==> src/rtl/unidade_mult_div.sv <==
// Multi-cycle 32x32 multiply / restoring divide unit with Hi/Lo result registers.
// Operands are latched as magnitudes on accept; the sign is fixed up once at the end.
module unidade_mult_div (
  input  logic        clock,
  input  logic        reset,
  input  logic        Start_UC,
  input  logic [1:0]  Op_UC,
  input  logic [31:0] L1,
  input  logic [31:0] L2,
  output logic [31:0] Hi,
  output logic [31:0] Lo,
  output logic        Ocupado,
  output logic        Pronto,
  output logic        Div_Zero
);

  typedef enum logic [1:0] {IDLE, CALC, FIM} state_t;

  state_t      state_reg, state_next;
  logic        div_reg, div_next;
  logic        neg_q_reg, neg_q_next;
  logic        neg_r_reg, neg_r_next;
  logic        dz_pend_reg, dz_pend_next;
  logic [5:0]  cnt_reg, cnt_next;
  logic [31:0] opnd_reg, opnd_next;
  logic [63:0] acc_reg, acc_next;
  logic [31:0] hi_reg, hi_next;
  logic [31:0] lo_reg, lo_next;
  logic        pronto_reg, pronto_next;
  logic        dz_reg, dz_next;
  logic        ocup_reg, ocup_next;

  logic        is_signed, is_div;
  logic [31:0] mag_a, mag_b;
  logic [32:0] msum;
  logic [63:0] mul_step;
  logic [32:0] rem_sh;
  logic        ge;
  logic [31:0] diff;
  logic [63:0] div_step;
  logic [63:0] prod_fix;

  assign is_signed = ~Op_UC[0];
  assign is_div    = Op_UC[1];
  assign mag_a     = (is_signed && L1[31]) ? -L1 : L1;
  assign mag_b     = (is_signed && L2[31]) ? -L2 : L2;

  // Multiply: acc = {partial sum, remaining multiplier}, shifted right each step.
  assign msum     = {1'b0, acc_reg[63:32]} + (acc_reg[0] ? {1'b0, opnd_reg} : 33'd0);
  assign mul_step = {msum, acc_reg[31:1]};

  // Divide: acc = {remainder, dividend -> quotient}; 33-bit trial keeps DIVU exact.
  assign rem_sh   = {acc_reg[63:32], acc_reg[31]};
  assign ge       = (rem_sh >= {1'b0, opnd_reg});
  assign diff     = rem_sh[31:0] - opnd_reg;
  assign div_step = {(ge ? diff : rem_sh[31:0]), acc_reg[30:0], ge};

  assign prod_fix = neg_q_reg ? -acc_reg : acc_reg;

  always_comb begin
    state_next   = state_reg;
    div_next     = div_reg;
    neg_q_next   = neg_q_reg;
    neg_r_next   = neg_r_reg;
    dz_pend_next = dz_pend_reg;
    cnt_next     = cnt_reg;
    opnd_next    = opnd_reg;
    acc_next     = acc_reg;
    hi_next      = hi_reg;
    lo_next      = lo_reg;
    pronto_next  = 1'b0;
    dz_next      = dz_reg;
    ocup_next    = ocup_reg;
    case (state_reg)
      IDLE: begin
        if (Start_UC) begin
          div_next  = is_div;
          cnt_next  = 6'd0;
          ocup_next = 1'b1;
          if (is_div && (L2 == 32'd0)) begin
            dz_pend_next = 1'b1;
            neg_q_next   = 1'b0;
            neg_r_next   = 1'b0;
            acc_next     = {L1, 32'hFFFF_FFFF};
            state_next   = FIM;
          end else begin
            dz_pend_next = 1'b0;
            neg_q_next   = is_signed & (L1[31] ^ L2[31]);
            neg_r_next   = is_signed & L1[31];
            opnd_next    = is_div ? mag_b : mag_a;
            acc_next     = is_div ? {32'd0, mag_a} : {32'd0, mag_b};
            state_next   = CALC;
          end
        end
      end
      CALC: begin
        acc_next = div_reg ? div_step : mul_step;
        cnt_next = cnt_reg + 6'd1;
        if (cnt_reg == 6'd31) state_next = FIM;
      end
      FIM: begin
        if (div_reg) begin
          hi_next = neg_r_reg ? -acc_reg[63:32] : acc_reg[63:32];
          lo_next = neg_q_reg ? -acc_reg[31:0] : acc_reg[31:0];
        end else begin
          hi_next = prod_fix[63:32];
          lo_next = prod_fix[31:0];
        end
        pronto_next = 1'b1;
        dz_next     = dz_pend_reg;
        ocup_next   = 1'b0;
        state_next  = IDLE;
      end
      default: state_next = IDLE;
    endcase
  end

  always_ff @(posedge clock) begin
    if (reset) begin
      state_reg   <= IDLE;
      div_reg     <= 1'b0;
      neg_q_reg   <= 1'b0;
      neg_r_reg   <= 1'b0;
      dz_pend_reg <= 1'b0;
      cnt_reg     <= 6'd0;
      opnd_reg    <= 32'd0;
      acc_reg     <= 64'd0;
      hi_reg      <= 32'd0;
      lo_reg      <= 32'd0;
      pronto_reg  <= 1'b0;
      dz_reg      <= 1'b0;
      ocup_reg    <= 1'b0;
    end else begin
      state_reg   <= state_next;
      div_reg     <= div_next;
      neg_q_reg   <= neg_q_next;
      neg_r_reg   <= neg_r_next;
      dz_pend_reg <= dz_pend_next;
      cnt_reg     <= cnt_next;
      opnd_reg    <= opnd_next;
      acc_reg     <= acc_next;
      hi_reg      <= hi_next;
      lo_reg      <= lo_next;
      pronto_reg  <= pronto_next;
      dz_reg      <= dz_next;
      ocup_reg    <= ocup_next;
    end
  end

  assign Hi       = hi_reg;
  assign Lo       = lo_reg;
  assign Pronto   = pronto_reg;
  assign Div_Zero = dz_reg;
  assign Ocupado  = ocup_reg;

endmodule

==> config.mk <==
export PLATFORM = sky130hd
export DESIGN_NAME = unidade_mult_div
export DESIGN_NICKNAME = d
export VERILOG_FILES = /design/src/rtl/unidade_mult_div.sv
export SDC_FILE = /design/constraint.sdc
export NUM_CORES = 1
export LEC_CHECK = 0
export CORE_MARGIN = 1.5
export CORE_UTILIZATION = 40
export CTS_CLUSTER_DIAMETER = 40
export DETAILED_ROUTE_END_ITERATION = 12
export PLACE_DENSITY_LB_ADDON = 0.12
export SLEW_MARGIN = 20
export SYNTH_ARGS = -nofsm -noshare
export SYNTH_HDL_FRONTEND = slang
export SYNTH_SLANG_ARGS = --single-unit
export TNS_END_PERCENT = 30
==> constraint.sdc <==
create_clock -name clock -period 3.72 [get_ports clock]
set_input_delay 0.558 -clock clock [delete_from_list [all_inputs] [get_ports clock]]
set_output_delay 0.558 -clock clock [all_outputs]
set_load 0.005 [all_outputs]
==> impl_metrics.ini <==
[timing]
final-setup-viol-count = 0
setup_slack_ps = 178
whs_ps = 454
report.final.slew_viol_count = 0
layout_worst_path_cycle_share_pct = 95.2
relSlewSlack_pct = 33.3
fmax_mhz = 282
fin_tns_setup_ps = 0
fin_crit_ps = 3540
fin_worst_skew_ps = 17.2
rsz0062_at_grt = yes
max_slew.worst_pin.slew_ps = 997
hold_viol_final = 0

[final_layout]
postLayoutCoreUtil_pct = 50.7
drive_above_1_share_pct = 12.3
multi_input_area_mm2 = 0.0103
seq_area_mm2 = 0.00350
fin_area_mm2 = 0.0181
final_net_count = 2341
antenna_cells = 0
largest_reg_flops = 64
syn_to_final_growth_pct = 24.3
n_fill_cell = 3602

[floorplanning]
fp-row-count = 69
start_util_pct = 40.8
die_x_um = 194
die_area_mm2 = 0.0375
coreArea_mm2 = 0.0357
die_h_um = 194
ioPinCount = 136

[global_route]
grt_usage_pct = 30.2
grt_overflow_total = 0
grt_antenna_before_repair = 2
grt_first_pass_wirelength_um = 88400
grt_max_degree = 73
grt_pass1_vias = 14900

[worst_setup_path]
r2r_start = opnd_reg[11]
crit_slowest_cell = ha_1
rrSetupSlack_ps = 180
startpoint = opnd_reg[11]
crit_required_ps = 4090
crit_arrival_ps = 3910
rr_worst_depth = 13
crit_chain = inv_1 > ha_1 > and3_1 > a221o_1 > a22oi_1 > o21a_1 > a21oi_1 > buf_4 > nor2_1 > buf_4 > nand2_1 > a311o_1 > a31oi_1
worstSetupPathType = flip-flop to flip-flop
max_stage_delay_ps = 430
reg2reg_to = acc_reg[36]
worst-path-max-fanout = 7
cp_common_cell = buf_4
worstSetupStartpointType = flip-flop
worst_setup_path_end_kind = flip-flop

[place]
finalWeightedCongestion = 0.937
placed_area_mm2 = 0.0174
portBuffers = 135
place_hpwl_um = 45600
pre_cts_slack_ps = -103

[synthesis]
synthArstFlopShare_pct = 0
yosysSeqAreaShare_pct = 24.1
synth_area_per_cell_um2 = 7.29
syn-num-nets = 2135
synth_edf_count = 0
syn_inst = 1995
synth_cell_types = 75
synthFlopType = dfxtp_1
yosys_warnings = 0
ys_ff_latch = 175
syn_area_mm2 = 0.0145

[route]
final_antenna_net_count = 0
vias_per_cell = 5.97
vias = 16000
dr.pass1.iters = 10
drt_iter0_markers = 1451
routed_wl_um = 57900
drc = 13
wl_per_cell_um = 21.6

[cts]
cts_buffers = 17
clock-sinks = 175
cts_root_buf = clkbuf_16
clk_pin_slew_ps = 70
cts_tree = yes
cts_setup_buffers = 0
cts_max_level = 4
cts.path.max_buffers = 2
insertion_delay_ps = 450

[worst_hold_path]
hold_path_end = Hi[12]
hp-start = Hi[12]
hold_class = flip-flop to flip-flop
hold_depth = 2

[power]
comb_power_share_pct = 40.8
p_int_w = 0.00426
p_seq_share_pct = 30.6
cellLeakagePower_nw = 7.14
p_per_area_mw_per_mm2 = 385
p_sw_w = 0.00270
ir_worst_vdd_mv = 0.382
clkPwrFrac_pct = 28.5
switching_share_pct = 38.7

[job]
maxCapViolCount = 0

[outcome]
violations = design-rule violations
status = finished with violations
-- placed cells by master (no fill, tap or decap), drive strengths merged, types with 46 or more instances in the layout --
master and count:
clkdlybuf4s50 133, o211ai 46, nor2 241, a211oi 79
nand2 212, o21ai 100, xor2 79, inv 70
xnor2 79, ha 69, nor3 47, a21oi 186
buf 185, dfxtp 175
-- critical path, delay by kind of cell (launching register included) --
family,cells,cell delay (ps)
AO/OA/AOI/OAI,6,1490
flip-flops,1,350
buffers and inverters,3,570
adder cells (fa/ha/maj),1,430
AND/OR/NAND/NOR,3,630
-- per-stage QoR --
stage               power (W)  cells
finish                0.00696   2675
global route          0.00732   2675
CTS                   0.00693   2675
detailed placement    0.00494   2643
global placement      0.00493   2643
floorplan             0.00388   1995
-- cell type report --
class / count / area share (%)
clock buffers: 21 / 2.60
repair buffers: 318 / 15.4
clock inverters: 11 / 0.927
flip-flops and latches: 175 / 19.4
well taps: 461 / 3.19
inverters: 65 / 1.35
multi-input cells: 1624 / 57.2
-- power by group through the flow --
stage	combinational, W	sequential [W]	clock, W
after detailed placement	0.00277	0.00217	0
after global placement	0.00276	0.00217	0
after CTS	0.00279	0.00213	0.00202
after floorplan	0.00175	0.00213	0
after global routing	0.00308	0.00214	0.00210
final	0.00284	0.00213	0.00198
-- Yosys cell counts, drive strengths merged (12+ instances only) --
| master | instances | share of area [%] |
|---|---|---|
| nor2 | 241 | 6.2 |
| o211ai | 46 | 2.4 |
| nand2 | 212 | 5.5 |
| a31oi | 30 | 1.3 |
| nand2b | 15 | 0.64 |
| nand3 | 40 | 1.4 |
| or4 | 18 | 1.0 |
| o22ai | 24 | 1.0 |
| xor2 | 79 | 4.8 |
| o21a | 12 | 0.62 |
| and3 | 13 | 0.56 |
| or3 | 14 | 0.60 |
| nor3 | 47 | 1.6 |
| mux2i | 32 | 2.2 |
| o21ai | 100 | 3.4 |
| or2 | 14 | 0.60 |
| a21o | 31 | 1.6 |
| xnor2 | 79 | 4.8 |
| a211oi | 79 | 4.1 |
| nand4 | 15 | 0.64 |
| clkbuf | 115 | 3.0 |
| and2 | 14 | 0.60 |
| dfxtp | 175 | 24 |
| inv | 64 | 1.7 |
| nor2b | 12 | 0.52 |
| a221oi | 16 | 0.96 |
| mux2 | 17 | 1.3 |
| buf | 16 | 0.53 |
| o31ai | 21 | 1.1 |
| nor4 | 20 | 1.0 |
| a21oi | 186 | 6.4 |
| ha | 69 | 5.9 |
-- routing by layer --
layer  vias up  track usage [%]  part of all wire (%)  wire [um]
met5         -                0                     0          0
met4         0             14.7                   5.0       2890
met3       122             5.25                   7.4       4300
met2       628             45.5                    43      24700
met1      7499             41.7                    45      26000
li1       7729                -                     -          -
-- worst max path at each step --
stage,endpoint,slack (ps)
6_report,acc_reg[36],180
5_1_grt,acc_reg[56],-10
4_1_cts,acc_reg[63],20
3_5_place_dp,acc_reg[50],-100
3_3_place_gp,acc_reg[16],-150
2_1_floorplan,acc_reg[61],430
-- cells by family after synthesis --
kind of cell / count (synthesis) / synth area share [%]
and+or+nand+nor: 705 / 22.7
AOI/OAI and AO/OA: 641 / 28.8
buffers and inverters: 196 / 5.19
DFF: 175 / 24.1
xor gates and xnor gates: 158 / 9.51
adders and majority gates: 71 / 6.21
muxes: 49 / 3.52
-- timing repair --
action	4_1_cts	5_1_grt
resized for setup	1	8
gates cloned	0	0
pin swaps	0	1
endpoints found under the setup margin	1	7
hold buffers	0	0
No activity file was read; power rests on OpenSTA's default activity.
==> patch, RTL diff (config.mk and constraints unchanged) <==
Register the output `Ocupado` once more, cleared by the reset; this adds one clock of latency there. The other outputs are not delayed to match.
--- a/src/rtl/unidade_mult_div.sv
+++ b/src/rtl/unidade_mult_div.sv
@@ -151,7 +151,13 @@
   assign Lo       = lo_reg;
   assign Pronto   = pronto_reg;
   assign Div_Zero = dz_reg;
-  assign Ocupado  = ocup_reg;
+  always_ff @(posedge clock) begin
+    if (reset) begin
+      Ocupado <= '0;
+    end else begin
+      Ocupado <= ocup_reg;
+    end
+  end
 
 endmodule
 
Behaviour: not the same (Yosys sat finds a counterexample within 4 cycles, from zero or initial values and one cycle with reset high).
==> patch against the original RTL <==
- sequential cell count up 1
- worst hold slack gained 0.0012 ns
- synthesized cell count increased by 1.6%
- final area down 2.0%
- routed wire length up 2.5%
- synthesized area is 1.9% higher
- non-clock buffer count is 64 lower
- setup slack improved by 0.043 ns
- critical path depth up 1
- via count is essentially flat
- total power decreased by 7.7%
- count of clock-buffer cells in the layout is 2 lower
- critical endpoint is now acc_reg[53]$_SDFFE_PP0P_
- largest power group unchanged
- highest routed layer unchanged
==> patch: results (changes against the original RTL) <==
set qor(run_status) {finished, final reports clean} ;# was finished, violations left
set qor(nets) 2293 ;# was 2341
set qor(clkLatencyLatePin_ns) 0.46
set qor(worst_ep_arrival_time_ns) 3.83 ;# was 3.91 ns
set qor(clock_tree.root_cell) {clkbuf_16} ;# unchanged
set qor(hp-start) {ocup_reg$_SDFFE_PP0P_} ;# was Hi[12]$_SDFFE_PP0P_
set qor(syn-num-nets) 2166 ;# was 2135
set qor(post-synth-top-count-cell) {nor2_1} ;# unchanged
set qor(synth_top_cells_by_area) {dfxtp_1 (24%), a21oi_1 (6.5%), xnor2_1 (5.8%)} ;# was dfxtp_1 (24%), a21oi_1 (6.4%), nor2_1 (6.2%)
set qor(postPlaceCellArea_um2) 17100 ;# was 17400 µm²
set qor(ys_async_sr_fraction) 0 ;# unchanged
set qor(power.static_leakage_uw) 0.00675 ;# was 0.00714 µW
set qor(clk_transition_reported_paths_ns) 0.08
set qor(ys_top_cells_by_count) {nor2_1 (217), nand2_1 (210), a21oi_1 (193)} ;# was nor2_1 (241), nand2_1 (212), a21oi_1 (186)
set qor(final_layout_size_suffix_gt1_frac) 0.100 ;# was 0.123
set qor(wl_per_instance_um) 22.5 ;# was 21.6 µm
set qor(cell_depth_of_the_worst_min_delay_path) 2 ;# unchanged
set qor(ctsHtreeMaxLevel) 4 ;# unchanged
set qor(detail_route.first_pass.iterations) 5 ;# was 10
set qor(gp_routability_congestion) 0.992 ;# was 0.937
set qor(placement.io_buffers) 135 ;# unchanged
set qor(post_cts.repair.setup_buffers) 0 ;# unchanged
set qor(tritoncts.num_buffers) 17 ;# unchanged
set qor(initialDrtViolationCount) 1357 ;# was 1451
set qor(place.detailed.hpwl_um) 46700 ;# was 45600 µm
set qor(skew_ns) 0.0181 ;# was 0.0172 ns
set qor(synth_sequential_area_ratio) 0.238 ;# was 0.241
set qor(maximum_vdd_drop_mv) 0.367 ;# was 0.382 mV
set qor(warnings_synthesis) 0 ;# unchanged
set qor(number_of_buffers_on_the_longest_clock_path) 2 ;# unchanged
set qor(global_route.usage.total) 0.307 ;# was 0.302
set qor(grt_max_degree) 73 ;# unchanged
set qor(dominantRegCellSynth) {dfxtp_1} ;# unchanged
set qor(first_global_vias) 14900 ;# about the same
set qor(crit_path_max_fanout) 3 ;# was 7
set qor(grt_first_pass_wirelength_um) 89900 ;# was 88400 µm
set qor(slew-limit-headroom) 0.462 ;# was 0.333
set qor(worstRegToRegCells) 14 ;# was 13
set qor(largest_register_ffs) 64 ;# unchanged
set qor(antenna_found_initial) 0 ;# was 2
set qor(crit_path_start) {opnd_reg[0]$_SDFFE_PP0P_} ;# was opnd_reg[11]$_SDFFE_PP0P_
set qor(netlist-cell-type-count) 83 ;# was 75
set qor(min_path_type) {flip-flop to flip-flop} ;# unchanged
set qor(power.share.switching) 0.394 ;# was 0.387
set qor(dp_slack_ns) -0.0265 ;# was -0.103 ns
set qor(routed_via_density) 6.06 ;# was 5.97
set qor(cts-resized-gates) 0 ;# was 1
patch: cell types whose count changed in the layout (fill, tap and decap cells not counted), moves of 8 or more:
cell | unedited run | this run
a211o_1 | 11 | 2
a21oi_1 | 185 | 193
a311oi_1 | 6 | 16
a31oi_1 | 30 | 42
buf_4 | 179 | 115
nor2_1 | 238 | 216
nor3_1 | 47 | 58
o21ai_0 | 98 | 113
xnor2_1 | 79 | 99
patch: critical path, stage by stage, from the launching register on:
cell and delay (ns):
dfxtp_1 0.36, and2_1 0.17, ha_1 0.25, fa_1 0.43
a21oi_1 0.24, o221ai_1 0.22, a31oi_1 0.27, o211ai_1 0.12
buf_4 0.16, buf_4 0.14, a21oi_1 0.26, xor2_1 0.26
o221ai_1 0.19, a311oi_1 0.22, nor3_1 0.07
patch: power by group through the flow:
stage,Combinational (µW),Clock [µW],Sequential [µW]
after detailed placement,2380,0,2130
after global routing,2630,1980,2100
final,2430,1890,2100
after CTS,2390,1910,2090
after global placement,2370,0,2130
after floorplan,1560,0,2100
patch: metrics by stage:
stage	instances	total power, µW	TNS [ns]
floorplan	2026	3650	0
global placement	2602	4510	0
detailed placement	2602	4510	-0.0384
CTS	2634	6390	0
global route	2634	6710	0
finish	2635	6420	0
patch: worst paths after layout:
kind                                    to  slack (ns)
setup / recovery  acc_reg[53]$_SDFFE_PP0P_        0.22
hold / removal       ocup_reg$_SDFFE_PP0P_        0.46
setup reg to reg  acc_reg[53]$_SDFFE_PP0P_        0.22
hold reg to reg      ocup_reg$_SDFFE_PP0P_        0.46
patch: cell families (layout without fill, tap and decap cells):
logic type               count (synthesis)  after routing  share of synthesized area
AO/OA/AOI/OAI                          648            648                      0.280
adder cells (fa/ha/maj)                 71             71                     0.0609
multiplexers                            61             61                     0.0431
buffers and inverters                  207            347                     0.0555
AND/OR/NAND/NOR                        691            691                      0.221
XOR/XNOR                               172            172                      0.102
other                                    0              1                          0
flip-flops                             176            176                      0.238
patch: area by class of cell:
cell class / instances / area (µm²)
well taps: 468 / 586
clock buffers: 19 / 443
multi-input cells: 1643 / 10500
fillers: 3728 / 18800
repair buffers: 254 / 2300
flip-flops and latches: 176 / 3520
clock inverters: 13 / 140
inverters: 61 / 229
diodes: 1 / 2.50
patch: routing by layer:
metal  GRT usage  wire (µm)
met1       0.420      26400
met2       0.479      26200
met3      0.0549       4670
met4       0.114       2080
met5           0          0
